File: src/rtl/rr_arb_pkg.sv
// Shared types and helpers for the round-robin ring arbiter.
// Helpers work on a fixed maximum width so that every instance size can
// share them; callers widen their N-bit vectors on the way in and trim
// the results on the way out.
package rr_arb_pkg;

  localparam int MAX_N  = 32;
  localparam int MAX_NW = 5;

  typedef enum logic [1:0] {
    ARB_IDLE = 2'd0,
    ARB_BUSY = 2'd1,
    ARB_GAP  = 2'd2
  } arb_state_t;

  // Index of the first set request found by starting at the token bit and
  // walking upward, wrapping from n-1 back to 0. Returns 0 when nothing is set.
  function automatic int unsigned first_from(input logic [MAX_N-1:0] req,
                                             input logic [MAX_N-1:0] token,
                                             input int unsigned      n);
    int unsigned start;
    int unsigned idx;
    int unsigned result;
    logic        found;
    start  = 0;
    result = 0;
    found  = 1'b0;
    for (int unsigned i = 0; i < MAX_N; i++) begin
      if (token[i[MAX_NW-1:0]]) start = i;
    end
    for (int unsigned k = 0; k < MAX_N; k++) begin
      if (k < n && !found) begin
        idx = (start + k) % n;
        if (req[idx[MAX_NW-1:0]]) begin
          result = idx;
          found  = 1'b1;
        end
      end
    end
    return result;
  endfunction

  // One-hot vector with only bit idx set.
  function automatic logic [MAX_N-1:0] onehot(input int unsigned idx);
    logic [MAX_N-1:0] v;
    v = '0;
    v[idx[MAX_NW-1:0]] = 1'b1;
    return v;
  endfunction

endpackage

File: src/rtl/rr_ring_arbiter_if.sv
// Requester-side bundle of the ring arbiter: request lines in, grant and
// status out. The arbiter uses the slave view, requesters the master view.
interface rr_ring_arbiter_if #(
  parameter int N = 4
);

  localparam int IDW = (N > 1) ? $clog2(N) : 1;

  logic [N-1:0]   req;
  logic [N-1:0]   grant;
  logic [IDW-1:0] grant_id;
  logic           busy;
  logic           expired;
  logic [N-1:0]   token;

  modport master (
    output req,
    input  grant,
    input  grant_id,
    input  busy,
    input  expired,
    input  token
  );

  modport slave (
    input  req,
    output grant,
    output grant_id,
    output busy,
    output expired,
    output token
  );

endinterface

File: src/rtl/rr_token_ring.sv
// One-hot priority pointer. It sits at bit 0 out of reset and only moves
// when the arbiter loads the slot just after a new winner, so it never
// becomes zero or multi-hot.
module rr_token_ring #(
  parameter int N = 4
) (
  input  logic         clock,
  input  logic         reset_,
  input  logic         load,
  input  logic [N-1:0] load_value,
  output logic [N-1:0] token
);

  localparam logic [N-1:0] TOKEN_INIT = N'(1);

  // Hold the pointer, or take the rotated winner position when told to.
  always_ff @(posedge clock) begin
    if (!reset_) begin
      token <= TOKEN_INIT;
    end else if (load) begin
      token <= load_value;
    end
  end

endmodule

File: src/rtl/rr_ring_arbiter.sv
// Round-robin arbiter for one shared resource. A grant is held until the
// owner drops its request or the hold limit runs out, then the resource
// sits idle for a fixed dead gap before anyone else may win it.
module rr_ring_arbiter
  import rr_arb_pkg::*;
#(
  parameter int N          = 4,
  parameter int MAX_HOLD   = 8,
  parameter int GAP_CYCLES = 1
) (
  input  logic               clock,
  input  logic               reset_,
  rr_ring_arbiter_if.slave   bus
);

  localparam int IDW = (N > 1) ? $clog2(N) : 1;
  localparam int HCW = (MAX_HOLD < 1) ? 1 : $clog2(MAX_HOLD + 1);
  localparam int GCW = (GAP_CYCLES < 1) ? 1 : $clog2(GAP_CYCLES + 1);

  localparam logic [HCW-1:0] HOLD_LIMIT = HCW'(MAX_HOLD);
  localparam logic [HCW-1:0] HOLD_ONE   = HCW'(1);
  localparam logic [GCW-1:0] GAP_LIMIT  = GCW'(GAP_CYCLES);
  localparam logic [GCW-1:0] GAP_ONE    = GCW'(1);

  arb_state_t     state;
  logic [HCW-1:0] hold_cnt;
  logic [GCW-1:0] gap_cnt;
  logic [N-1:0]   grant_r;
  logic [IDW-1:0] grant_id_r;
  logic           busy_r;
  logic           expired_r;
  logic [N-1:0]   token;

  int unsigned    winner;
  logic [N-1:0]   winner_oh;
  logic [N-1:0]   next_token;
  logic           token_load;
  logic           owner_req;
  logic           hold_done;

  // Pick the next owner from the token position and work out the decisions
  // the state machine needs this cycle.
  always_comb begin
    winner     = first_from(MAX_N'(bus.req), MAX_N'(token), N);
    winner_oh  = N'(onehot(winner));
    next_token = N'(onehot((winner + 1) % N));
    token_load = (state == ARB_IDLE) && (bus.req != '0);
    owner_req  = bus.req[grant_id_r];
    hold_done  = (MAX_HOLD != 0) && (hold_cnt == HOLD_LIMIT);
  end

  rr_token_ring #(
    .N (N)
  ) u_token_ring (
    .clock      (clock),
    .reset_     (reset_),
    .load       (token_load),
    .load_value (next_token),
    .token      (token)
  );

  // Arbitration state machine with registered grant and status outputs.
  always_ff @(posedge clock) begin
    if (!reset_) begin
      state      <= ARB_IDLE;
      grant_r    <= '0;
      grant_id_r <= '0;
      busy_r     <= 1'b0;
      expired_r  <= 1'b0;
      hold_cnt   <= '0;
      gap_cnt    <= '0;
    end else begin
      expired_r <= 1'b0;
      case (state)
        ARB_IDLE: begin
          if (bus.req != '0) begin
            state      <= ARB_BUSY;
            grant_r    <= winner_oh;
            grant_id_r <= IDW'(winner);
            busy_r     <= 1'b1;
            hold_cnt   <= HOLD_ONE;
          end
        end
        ARB_BUSY: begin
          // A release on the same edge the limit is reached counts as
          // voluntary, so expired only fires while the owner still wants it.
          if (!owner_req || hold_done) begin
            state      <= ARB_GAP;
            grant_r    <= '0;
            grant_id_r <= '0;
            busy_r     <= 1'b0;
            gap_cnt    <= GAP_ONE;
            expired_r  <= owner_req && hold_done;
          end else if (MAX_HOLD != 0) begin
            hold_cnt <= hold_cnt + HOLD_ONE;
          end
        end
        ARB_GAP: begin
          if (gap_cnt == GAP_LIMIT) begin
            state <= ARB_IDLE;
          end else begin
            gap_cnt <= gap_cnt + GAP_ONE;
          end
        end
        default: begin
          state <= ARB_IDLE;
        end
      endcase
    end
  end

  assign bus.grant    = grant_r;
  assign bus.grant_id = grant_id_r;
  assign bus.busy     = busy_r;
  assign bus.expired  = expired_r;
  assign bus.token    = token;

endmodule

File: src/flat_wrapper.sv
// flat-port wrapper written by rule: the top's interface ports become plain ports
module rr_ring_arbiter_flat import rr_arb_pkg::*;
#(
  parameter int N          = 4,
  parameter int MAX_HOLD   = 8,
  parameter int GAP_CYCLES = 1
)
  (clock, reset_, bus_req, bus_grant, bus_grant_id, bus_busy, bus_expired, bus_token);
  rr_ring_arbiter_if #(.N(N)) bus_i ();
  input  logic clock;
  input  logic reset_;
  input wire logic [$bits(bus_i.req)-1:0] bus_req;
  output wire logic [$bits(bus_i.grant)-1:0] bus_grant;
  output wire logic [$bits(bus_i.grant_id)-1:0] bus_grant_id;
  output wire logic [$bits(bus_i.busy)-1:0] bus_busy;
  output wire logic [$bits(bus_i.expired)-1:0] bus_expired;
  output wire logic [$bits(bus_i.token)-1:0] bus_token;
  assign bus_i.req = bus_req;
  assign bus_grant = bus_i.grant;
  assign bus_grant_id = bus_i.grant_id;
  assign bus_busy = bus_i.busy;
  assign bus_expired = bus_i.expired;
  assign bus_token = bus_i.token;
  rr_ring_arbiter #(.N(N), .MAX_HOLD(MAX_HOLD), .GAP_CYCLES(GAP_CYCLES)) u_core (.clock(clock), .reset_(reset_), .bus(bus_i));
endmodule
File: config.mk
export PLATFORM = sky130hd
export DESIGN_NAME = rr_ring_arbiter_flat
export DESIGN_NICKNAME = d
export VERILOG_FILES = /design/src/rtl/rr_arb_pkg.sv /design/src/rtl/rr_ring_arbiter_if.sv /design/src/rtl/rr_token_ring.sv /design/src/rtl/rr_ring_arbiter.sv /design/src/flat_wrapper.sv
export SDC_FILE = /design/constraint.sdc
export NUM_CORES = 1
export LEC_CHECK = 0
export CORE_MARGIN = 5
export CORE_UTILIZATION = 40
export CTS_CLUSTER_SIZE = 25
export DETAILED_ROUTE_END_ITERATION = 10
export GPL_TIMING_DRIVEN = 0
export PLACE_DENSITY_LB_ADDON = 0.12
export SLEW_MARGIN = 0
export SYNTH_ARGS = -nofsm -noshare
export SYNTH_HDL_FRONTEND = slang
export SYNTH_HIERARCHICAL = 1
export SYNTH_SLANG_ARGS = --single-unit
File: constraint.sdc
create_clock -name clock -period 6.2 [get_ports clock]
set_input_delay 0.93 -clock clock [delete_from_list [all_inputs] [get_ports clock]]
set_output_delay 0.93 -clock clock [all_outputs]
set_load 0.02 [all_outputs]
==> impl_results.md <==
* CTS Sinks at 19
* Largest family of logic cells by synthesized area: simple AND/OR/NAND/NOR gates
* Post-Synth Adder-Cell Area at 2.38%
* Antenna violations before repair at 0
* Simple logic cell fraction of the synthesized area at 27.4%
* Worst vdd ir at 0.204 mV
* CP max stage cell: a21oi_1
* FILL cells at 247
* Power per Cell Area at 414 nW/um2
* Static leakage at 0.493 nW
* Port-buffer cells at 15
* Critical Path RT at 6.44 ns
* Die width at 61.3 um
* Clock Latency Late Sink at 0.29 ns
* Vias at 904
* CP startpoint kind: input port
* Predominant post-synthesis flop cell: dfxtp_1
* Top cells by count, synth: 19 x dfxtp_1, 17 x nor2_1, 10 x nand2_1
* Sequential Power Share at 33.2%
* RSZ-0062 raised after global routing: false
* Synth-to-layout area growth at 20.4%
* Worst R2R Path Depth at 8
* N_diodes at 0
* Cell area after synthesis at 1050 um2
* First-pass GRT wire length at 3.46 mm
* Headroom to the max-slew limit at 52.4%
* Synth warn at 6
* TNS Setup at 0 ns
* Clock network power share at 11.8%
* Post-CTS Setup Bufs at 0
* Layout cells sized above 1 at 10.4%
* Core Area at 2500 um2
* Post-Syn Nets at 133
* Crit path launch: bus_req[3]
* Initial Util at 42.0%
* Sw Pwr at 0.211 mW
* Post-Place Setup Slack at 3.16 ns
* Most common cell in the netlist: dfxtp_1
* Routability cong. at 0.747
* Top Ports at 18
* Yosys top cell by area: dfxtp_1
* Status: complete, no violations
* Final min period at 2.71 ns
* Cell Chain, Critical Path: clkdlybuf4s50_1, buf_2, o22ai_1, a22o_1, a21oi_1, and2_1, mux2i_1, nor2b_1
* Internal power at 0.312 mW
* Clock skew at 0.00699 ns
* Fmax achieved at 369 MHz
* Final hold vios at 0
* Worst Setup EP: u_core/u_token_ring/token[1]$_SDFFE_PN0P_
* Root Driver: clkbuf_4
* Ys async rst share at 0%
* Syn Area/Cell at 8.41 um2
* Final worst-path setup slack at 3.49 ns
* WL/cell at 11.8 um
* Post-DP Area at 1240 um2
* Router iterations before antenna repair at 4
* Post-synthesis sequential area ratio at 36.2%
* Row cnt at 18
* CTS tree: yes
* Cts hold-fix bufs at 0
* EDFF count, synth at 0
* Critical Path End Type: flip-flop
* Vias in the first global route at 822
* Critical path class: input port to flip-flop
* XOR/XNOR share of the synthesized area at 1.67%
* Nets at 153
* Max-slew violation count at 0
* Post-route design area at 1260 um2
* Slew @ Worst Pin at 0.715 ns
* Largest net degree at the start of global routing at 11
* Worst-path maximum fanout at 10
* Clock transition at the registers of the reported paths at 0.11 ns
* Final setup fails at 0
* Worst Path Arrival at 2.95 ns
* Yosys top cell area share at 36.2%
* Tightest Hold Check Type: flip-flop to flip-flop
* All-Layer GR Usage at 12.1%
* Htree depth at 1
* Combinational share of power at 55.1%
* Final period util at 43.7%
* Netlist cell types at 42
* Die area at 3750 um2
* GRT overflow at 0
* Antenna-violating nets left at 0
* Net Sw Frac at 40.3%
* Max-cap violations at 0
* Tot Pwr at 0.523 mW
* Post-DP HPWL at 1.56 mm
* Chip height at 61.3 um
* DR vias/cell at 5.20
* Clk buf depth at 2
* First DRT Iteration DRCs at 28
* Synth Register Bits at 19
* Post-CTS sizing at 0
* Cells after Synth at 125
* Post-synthesis mux area share at 7.98%
* Reg-to-reg slack, setup at 4.03 ns
* DRT Wirelength at 2.05 mm
* DRC violation count after routing at 0
* Largest cells by area after synthesis: dfxtp_1 36%, nor2_1 6.1%, mux2i_1 4.8%
* Synth Area in Compound Gates at 18.2%
* Reg2reg end: u_core/u_token_ring/token[1]$_SDFFE_PN0P_
* FF-to-FF Start: u_core/u_token_ring/token[1]$_SDFFE_PN0P_
* CP peak stage delay at 0.58 ns
* Clock buffers created by TritonCTS at 3
==> state kept, by name, summed over array words and instances (netlist names) <==
register / count
u_core/u_token_ring/token: 4
u_core/gap_cnt: 1
u_core/hold_cnt: 4
u_core/bus.expired: 1
u_core/bus.busy: 1
u_core/bus.grant_id: 2
u_core/state: 2
u_core/bus.grant: 4
==> how the worst min path moves through the flow <==
stage,to,slack (ns),cells after the start,startpoint
5_1_grt,u_core/bus.grant[1]$_SDFFE_PN0P_,0.49,2,u_core/bus.grant[1]$_SDFFE_PN0P_
4_1_cts,u_core/bus.grant[1]$_SDFFE_PN0P_,0.46,2,u_core/bus.grant[1]$_SDFFE_PN0P_
6_report,u_core/bus.grant[1]$_SDFFE_PN0P_,0.45,2,u_core/bus.grant[1]$_SDFFE_PN0P_
3_5_place_dp,u_core/bus.grant[1]$_SDFFE_PN0P_,0.44,2,u_core/bus.grant[1]$_SDFFE_PN0P_
3_3_place_gp,u_core/bus.grant[1]$_SDFFE_PN0P_,0.44,2,u_core/bus.grant[1]$_SDFFE_PN0P_
2_1_floorplan,u_core/gap_cnt$_SDFFE_PN0P_,0.45,2,u_core/gap_cnt$_SDFFE_PN0P_
==> kinds of logic after synthesis <==
logic type / Yosys count
AND/OR/NAND/NOR: 56
AO/OA/AOI/OAI: 25
flip-flops: 19
buffers and inverters: 14
multiplexers: 7
XOR/XNOR: 2
adder cells (fa/ha/maj): 2
==> per-stage QoR <==
| stage | hold slack, ns | util [%] | cells |
|---|---|---|---|
| final | 0.452 | 50.6 | 174 |
| after global routing | 0.493 | 50.6 | 174 |
| after global placement | 0.438 | 49.5 | 170 |
| after detailed placement | 0.441 | 49.5 | 170 |
| after floorplan | 0.449 | - | 125 |
| after CTS | 0.457 | 50.6 | 174 |
==> worst max-delay path: cells and delay by family <==
kind / cells / cell delay (ns)
AOI/OAI and AO/OA: 3 / 0.92
buffers and inverters: 2 / 0.67
and+or+nand+nor: 2 / 0.35
muxes: 1 / 0.07
==> layer usage <==
| metal | GRT usage (%) | routed length (um) |
|---|---|---|
| met2 | 20.5 | 1010 |
| met3 | 3.77 | 50 |
| met4 | 3.72 | 12 |
| met1 | 14.6 | 973 |
| met5 | 0 | 0 |
==> layout make-up <==
cell class,count,area [um2],area share [%]
repair buffers,15,150,11.9
multi-input cells,92,606,47.9
inverters,7,26.3,2.08
flip-flops and latches,19,380,30.1
clock buffers,4,26.3,2.08
plain buffers,7,38.8,3.07
well taps,30,37.5,2.97
==> power groups by stage <==
stage	sequential [mW]	clock, mW	combinational (mW)
finish	0.174	0.0615	0.288
floorplan	0.199	0	0.188
global placement	0.176	0	0.287
global route	0.178	0.0708	0.319
detailed placement	0.177	0	0.290
CTS	0.174	0.0645	0.291
==> layout by cell type (no fill, tap or decap), drive strengths merged, types with 5 or more instances in the layout <==
cell | Yosys | layout
nor2 | 17 | 17
a21oi | 8 | 8
nor2b | 7 | 7
clkdlybuf4s50 | 0 | 15
nand2 | 10 | 10
mux2i | 5 | 5
dfxtp | 19 | 19
nand2b | 5 | 5
inv | 7 | 7
clkbuf | 3 | 7
(Power assumes the default switching activity.)
